<file path="config.mk">
export PLATFORM = sky130hd
export DESIGN_NAME = sum_of_squares_seq
export DESIGN_NICKNAME = d
export VERILOG_FILES = /design/src/rtl/sum_of_squares_seq.sv
export SDC_FILE = /design/constraint.sdc
export NUM_CORES = 1
export LEC_CHECK = 0
export ABC_AREA = 1
export BUFFER_PORTS_ARGS = -buffer_cell sky130_fd_sc_hd__buf_2
export CAP_MARGIN = 20
export CORE_ASPECT_RATIO = 0.6
export CORE_MARGIN = 4
export CORE_UTILIZATION = 60
export CTS_CLUSTER_DIAMETER = 60
export DETAILED_ROUTE_END_ITERATION = 6
export GPL_ROUTABILITY_DRIVEN = 1
export PLACE_DENSITY = 0.79
export SETUP_SLACK_MARGIN = 0.15
export SYNTH_ARGS = -nofsm -noshare
export SYNTH_HDL_FRONTEND = slang
export SYNTH_SLANG_ARGS = --single-unit
export TNS_END_PERCENT = 50
</file>
<file path="constraint.sdc">
create_clock -name clk -period 10.4 [get_ports clk]
set_input_delay 1.56 -clock clk [delete_from_list [all_inputs] [get_ports clk]]
set_output_delay 1.56 -clock clk [all_outputs]
set_load 0.05 [all_outputs]
</file>
<file path="src/rtl/sum_of_squares_seq.sv">
// Squared magnitude |v|^2 of an N_ELEM-element signed Q(INT).(FRACT) vector.
// A single shared multiplier squares one element per cycle into a wide
// accumulator. The floored result is saturated to the positive Q range and
// handed downstream (to fastInvSqrt) over valid/ready.
//
// state | meaning
// ------+-------------------------------------------------------------
// IDLE  | ready_in high, waiting for a vector handshake
// MAC   | squaring vec_reg[idx] into acc, one element per cycle
// DONE  | result on data_out with valid_out high, held until ready_out
module sum_of_squares_seq #(
  parameter int INT_WIDTH   = 4,
  parameter int FRACT_WIDTH = 6,
  parameter int N_ELEM      = 4
) (
  input  logic                                       clk,
  input  logic                                       rst,
  input  logic [N_ELEM*(INT_WIDTH+FRACT_WIDTH)-1:0]  data_in,
  input  logic                                       valid_in,
  output logic                                       ready_in,
  output logic [INT_WIDTH+FRACT_WIDTH-1:0]           data_out,
  output logic                                       valid_out,
  input  logic                                       ready_out,
  output logic                                       overflow
);

  localparam int W     = INT_WIDTH + FRACT_WIDTH;
  localparam int IDX_W = $clog2(N_ELEM);
  // Extra clog2(N_ELEM) bits so N_ELEM worst-case squares can never wrap.
  localparam int ACC_W = 2 * W + $clog2(N_ELEM);

  localparam logic [IDX_W-1:0] LAST_IDX = IDX_W'(N_ELEM - 1);
  localparam logic [W-1:0]     MAX_POS  = {1'b0, {(W-1){1'b1}}};
  localparam logic [ACC_W-1:0] MAX_ACC  = {{(ACC_W-W){1'b0}}, MAX_POS};

  typedef enum logic [1:0] {
    IDLE = 2'd0,
    MAC  = 2'd1,
    DONE = 2'd2
  } state_t;

  state_t             state;
  logic signed [W-1:0] vec_reg [N_ELEM];
  logic [ACC_W-1:0]   acc;
  logic [IDX_W-1:0]   idx;

  logic signed [W-1:0]   elem;
  logic signed [2*W-1:0] sq;
  logic [ACC_W-1:0]      acc_next;
  logic [ACC_W-1:0]      result;
  logic                  sat;
  logic [W-1:0]          sat_val;

  // Square of the current element; a signed square is never negative, so it
  // is zero-extended into the unsigned accumulator.
  always_comb begin
    elem     = vec_reg[idx];
    sq       = elem * elem;
    acc_next = acc + {{(ACC_W-2*W){1'b0}}, sq};
    result   = acc_next >> FRACT_WIDTH;
    sat      = (result > MAX_ACC);
    sat_val  = sat ? MAX_POS : result[W-1:0];
  end

  // Sequencer: capture vector, accumulate one square per cycle, hold result until taken.
  always_ff @(posedge clk or negedge rst) begin
    if (!rst) begin
      state     <= IDLE;
      ready_in  <= 1'b0;
      valid_out <= 1'b0;
      data_out  <= '0;
      overflow  <= 1'b0;
      acc       <= '0;
      idx       <= '0;
      for (int i = 0; i < N_ELEM; i++) vec_reg[i] <= '0;
    end else begin
      case (state)
        IDLE: begin
          ready_in <= 1'b1;
          if (valid_in && ready_in) begin
            for (int i = 0; i < N_ELEM; i++) vec_reg[i] <= data_in[i*W +: W];
            acc      <= '0;
            idx      <= '0;
            ready_in <= 1'b0;
            state    <= MAC;
          end
        end
        MAC: begin
          acc <= acc_next;
          idx <= idx + 1'b1;
          if (idx == LAST_IDX) begin
            data_out  <= sat_val;
            overflow  <= sat;
            valid_out <= 1'b1;
            state     <= DONE;
          end
        end
        DONE: begin
          if (ready_out) begin
            valid_out <= 1'b0;
            ready_in  <= 1'b1;
            state     <= IDLE;
          end
        end
        default: begin
          state <= IDLE;
        end
      endcase
    end
  end

endmodule
</file>
==> results of run 1 <==
## through the flow
stage	utilization, %	cell area, sq um	setup slack [ns]	hold WS (ns)	cells
global route	68.8	9060	0.939	0.497	1314
detailed placement	66.2	8720	1.76	0.450	1297
CTS	68.6	9030	1.75	0.472	1313
floorplan	-	8300	3.36	0.437	1090
finish	68.8	9060	1.62	0.468	1314
global placement	66.2	8720	2.09	0.449	1297
## synthesized netlist by cell type, types with 4 or more instances
cell / count / area [sq um]
dfrtp_1: 79 / 1980
nor2_1: 77 / 289
o21ai_0: 29 / 145
nor3_1: 5 / 25.0
xnor2_1: 21 / 184
nand2_1: 344 / 1290
nand4_1: 6 / 37.5
buf_2: 5 / 25.0
ha_1: 71 / 888
fa_1: 80 / 1600
a21oi_1: 41 / 205
clkbuf_1: 13 / 48.8
nor2_2: 5 / 31.3
inv_2: 5 / 18.8
nand2_2: 9 / 56.3
inv_1: 211 / 792
a32oi_2: 4 / 65.1
a32oi_1: 5 / 43.8
nand3_1: 31 / 155
xor2_1: 14 / 123
## how the worst min path moves through the flow
stage	start	end
after floorplan	vec_reg[14]	vec_reg[14]
after global placement	vec_reg[14]	vec_reg[14]
after detailed placement	data_out[9]	data_out[9]
after CTS	vec_reg[14]	vec_reg[14]
after global routing	vec_reg[8]	vec_reg[8]
final	vec_reg[14]	vec_reg[14]
## routing by layer
metal	vias up	global-route usage (%)
met2	279	33.1
met1	3167	41.8
met5	-	0
met4	0	3.57
met3	21	8.65
li1	3420	-
## area by class of cell
cell class | instances | area, sq um | share of cell area (%)
multi-input cells | 773 | 5420 | 59.8
inverters | 217 | 815 | 8.99
clock inverters | 5 | 63.8 | 0.704
clock buffers | 11 | 253 | 2.79
repair buffers | 59 | 325 | 3.59
well taps | 170 | 213 | 2.35
flip-flops and latches | 79 | 1980 | 21.8
## critical path: cells and delay by family (launching register included)
family,cells,cell delay [ns]
DFF,1,0.64
AOI/OAI and AO/OA,6,1.53
buffers and inverters,7,1.02
and+or+nand+nor,15,2.02
adders and majority gates,7,3.31
xor gates and xnor gates,1,0.11
## kinds of logic after synthesis
logic type                 share of synthesized area, %
DFF                                                23.8
and+or+nand+nor                                    24.3
xor gates and xnor gates                           3.70
AOI/OAI and AO/OA                                  7.19
buffers and inverters                              11.0
adders and majority gates                          30.0
==> metrics.csv, run 1 <==
metric;value;unit
outcome;completed;
met2WireLength;7.27;mm
synth_ff_type;dfrtp_1;
die_w;160;um
finalHoldViolations;0;
die_h;99.1;um
syn_area_per_cell;7.61;sq um
wl_per_cell;15.0;um
cts.path.max_buffers;2;
synthDistinctLibCells;41;
area_growth;9.23;%
dieArea;15800;sq um
top_layer;met4;
postRouteAntennaNets;0;
vias;6887;
end_kind;register;
r2r_setup_slack;1.62;ns
r2r-end;data_out[8];
rsz0062_at_grt;false;
crit_end;data_out[8];
antenna_found_initial;0;
wl_met3;2.31;mm
max-cap-violations;0;
cts_tree;done;
ioPinCount;57;
hold_buffers;0;
vias_per_cell;5.24;
largest_register_ffs;40;
synth-warning-count;0;
setup_viol;0;
grt_remaining_overflow;0;
htree_levels;3;
grt_max_degree;80;
drt_iter0_drc;590;
yosysSeqAreaShare;23.8;%
clk_latency;0.34;ns
syn_area;8300;sq um
period_share;84.4;%
numCtsBuffers;9;
drt-pass1-iter-count;5;
cts_resized;0;
slew_viol_final;0;
cp_max_fo;24;
n_antenna_cell;0;
finalSetupTns;0;ns
track_usage;25.6;%
final_common_cell;nand2_1;
route.detailed.drc;0;
hold_class;register to register;
async_flop_share;100;%
crit_path_start;idx[0];
cpMostUsedCell;nand2_1;
slew_headroom;33.3;%
worst-setup-path-type;register to register;
core_area;13200;sq um
reg2reg_depth;36;
rows;32;
drive_gt1_share;9.53;%
cts.sinks;79;
nNetsFinal;1334;
grt_pass1_wl;32.6;mm
worstMarginPinSlew;1.00;ns
arrival;9.00;ns
max_stage_delay;0.64;ns
start_kind;register;
period_minus_slack;8.78;ns
max_freq;114;MHz
clkTransAtPathRegs;0.06;ns
post_cts.repair.setup_buffers;0;
fin_skew;0.00776;ns
wl;19.7;mm
root_buffer;clkbuf_16;
fill_cells;1087;
synth_edf_count;0;
ys_ff_latch;79;
crit_required;10.63;ns
port_buffers;56;
whs_path_depth;2;
syn_nets;1285;
rr_startpoint;idx[0];
slowest_stage;dfrtp_1;
initial_utilization;63.0;%
dp_hpwl;16.0;mm
final_cell_mix;nand2_1 (344), inv_1 (211), fa_1 (80);
synth_cells;1090;
grt_pass1_vias;6507;
m1WireLength;9.97;mm
place_congestion;0.956;
Power of run 1 is not shown: default switching activity piles up to over one toggle a cycle in this logic, so the estimate is an artifact.
==> inputs of run 2 (changes only) <==
==> constraint.sdc (replaced) <==
create_clock -name clk -period 8.2 [get_ports clk]
set_input_delay 1.23 -clock clk [delete_from_list [all_inputs] [get_ports clk]]
set_output_delay 1.23 -clock clk [all_outputs]
set_load 0.05 [all_outputs]
==> run 2 against run 1 <==
First-iteration DRC count rose by 9.0%. Non-clock buffer count rose by 11. Clock skew rose by 0.0021 ns. Sequential share of layout area fell by 0.43 points. Via count rose by 3.2%. Routed wire length rose by 6.0%. Setup slack got worse by 1.1 ns. Maximum frequency rose by 14%. Clock-buffer cell count fell by 2. Sequential cell count did not move. Cell count rose by 0.84%. Global-route usage rose by 0.62 points. Highest routed layer is now met5.
==> metrics.csv, run 2 (same netlist as run 1, synthesis figures left out) <==
metric;value;unit;change
route.detailed.drc;0;;unchanged
root_buffer;clkbuf_16;;unchanged
slew_viol_final;0;;unchanged
outcome;completed;;unchanged
drt-pass1-iter-count;5;;unchanged
place_area;8780;sq um;was 8720 sq um
grt_max_degree;80;;unchanged
max_stage_delay;0.66;ns;was 0.64 ns
period_share;93.9;%;was 84.4%
antenna_found_initial;0;;unchanged
finalHoldViolations;0;;unchanged
clk_latency;0.34;ns;about the same
setup_viol;0;;unchanged
finalSetupTns;0;ns;unchanged
drive_gt1_share;11.6;%;was 9.53%
cpMostUsedCell;inv_1;;was nand2_1
wl;20.9;mm;was 19.7 mm
vias_per_cell;5.36;;was 5.24
rsz0062_at_grt;false;;unchanged
worstMarginPinSlew;1.09;ns;was 1.00 ns
arrival;7.92;ns;was 9.00 ns
area_growth;11.5;%;was 9.23%
numCtsBuffers;9;;unchanged
worst-setup-path-type;register to register;;unchanged
initial_utilization;63.0;%;unchanged
cts.sinks;79;;unchanged
place_congestion;0.997;;was 0.956
cp_max_fo;15;;was 24
final_cell_mix;nand2_1 (344), inv_1 (207), fa_1 (78), dfrtp_1 (78), nor2_1 (72);;was nand2_1 (344), inv_1 (211), fa_1 (80)
track_usage;26.2;%;was 25.6%
max_freq;130;MHz;was 114 MHz
fill_cells;1013;;was 1087
max-cap-violations;0;;unchanged
n_antenna_cell;0;;unchanged
stdcell_count;1325;;was 1314
port_buffers;56;;unchanged
cts_tree;done;;unchanged
vias;7105;;was 6887
grt_remaining_overflow;0;;unchanged
cts.path.max_buffers;2;;unchanged
crit_family;adder cells;;unchanged
final_common_cell;nand2_1;;unchanged
post-place-cells;1306;;was 1297
rows;32;;unchanged
crit_buf_inv;9;;was 7
clkTransAtPathRegs;0.07;ns;was 0.06 ns
postRouteAntennaNets;0;;unchanged
dieArea;15800;sq um;unchanged
grt_pass1_vias;6670;;was 6507
nNetsFinal;1345;;was 1334
htree_levels;3;;unchanged
final_area;9250;sq um;was 9060 sq um
wl_per_cell;15.8;um;was 15.0 um
period_minus_slack;7.70;ns;was 8.78 ns
hold_class;register to register;;unchanged
start_kind;register;;unchanged
core_area;13200;sq um;unchanged
slew_headroom;27.3;%;was 33.3%
ioPinCount;57;;unchanged
die_w;160;um;unchanged
drt_iter0_drc;643;;was 590
slowest_stage;fa_2;;was dfrtp_1
crit_required;8.42;ns;was 10.63 ns
hold_ws;0.465;ns;was 0.468 ns
dp_hpwl;16.2;mm;was 16.0 mm
die_h;99.1;um;unchanged
fin_skew;0.00987;ns;was 0.00776 ns
largest_register_ffs;40;;unchanged
end_kind;register;;unchanged
grt_pass1_wl;33.5;mm;was 32.6 mm
[run 2: cell count changes in the layout (fill, tap and decap cells not counted), moves of 2 or more]
| cell | before | now |
|---|---|---|
| a32oi_1 | 5 | 3 |
| a32oi_2 | 4 | 2 |
| a32oi_4 | 0 | 4 |
| buf_4 | 3 | 14 |
| clkbuf_8 | 2 | 0 |
| fa_1 | 80 | 78 |
| fa_2 | 0 | 2 |
| inv_1 | 211 | 207 |
| inv_2 | 5 | 7 |
| nor2_1 | 76 | 72 |
| nor2_2 | 6 | 9 |
[run 2: final timing paths]
path / cells past startpoint / slack (ns) / startpoint / to
max: 33 / 0.50 / idx[0] / data_out[3]
min: 2 / 0.47 / data_out[9] / data_out[9]
max reg2reg: 33 / 0.50 / idx[0] / data_out[3]
min reg2reg: 2 / 0.47 / data_out[9] / data_out[9]
max in group asynchronous: 2 / 6.82 / rst / idx[0]
min in group asynchronous: 1 / 0.77 / rst / overflow
[run 2: layout make-up]
class,instances,area [sq um],share of cell area [%]
repair buffers,70,408,4.41
clock buffers,9,225,2.44
multi-input cells,773,5500,59.5
flip-flops and latches,79,1980,21.4
clock inverters,7,104,1.12
well taps,170,213,2.30
inverters,217,822,8.89
[run 2: tightest hold or removal path, cell delays in order, from the launching register on]
cell	delay [ns]
dfrtp_1	0.34
nand2_1	0.05
inv_1	0.04
[run 2: repair_timing]
item	CTS	global route
gates resized for setup	0	25
hold buffers	0	0
setup endpoints to repair	0	19
setup buffers	0	2
[run 2: routing by layer]
layer	share of wire, %	GRT usage [%]	vias to the layer above
li1	-	-	3442
met1	49	43.3	3284
met2	37	32.8	348
met3	13	8.73	29
met4	1.2	4.89	2
met5	0.22	0	-
[run 2: per-stage QoR]
stage / setup WS [ns] / utilization, %
finish: 0.497 / 70.2
global route: 0.122 / 70.2
CTS: 0.207 / 69.2
detailed placement: 0.240 / 66.7
global placement: 0.443 / 66.7
floorplan: 1.16 / -
Power of run 2 is left out for the same reason.
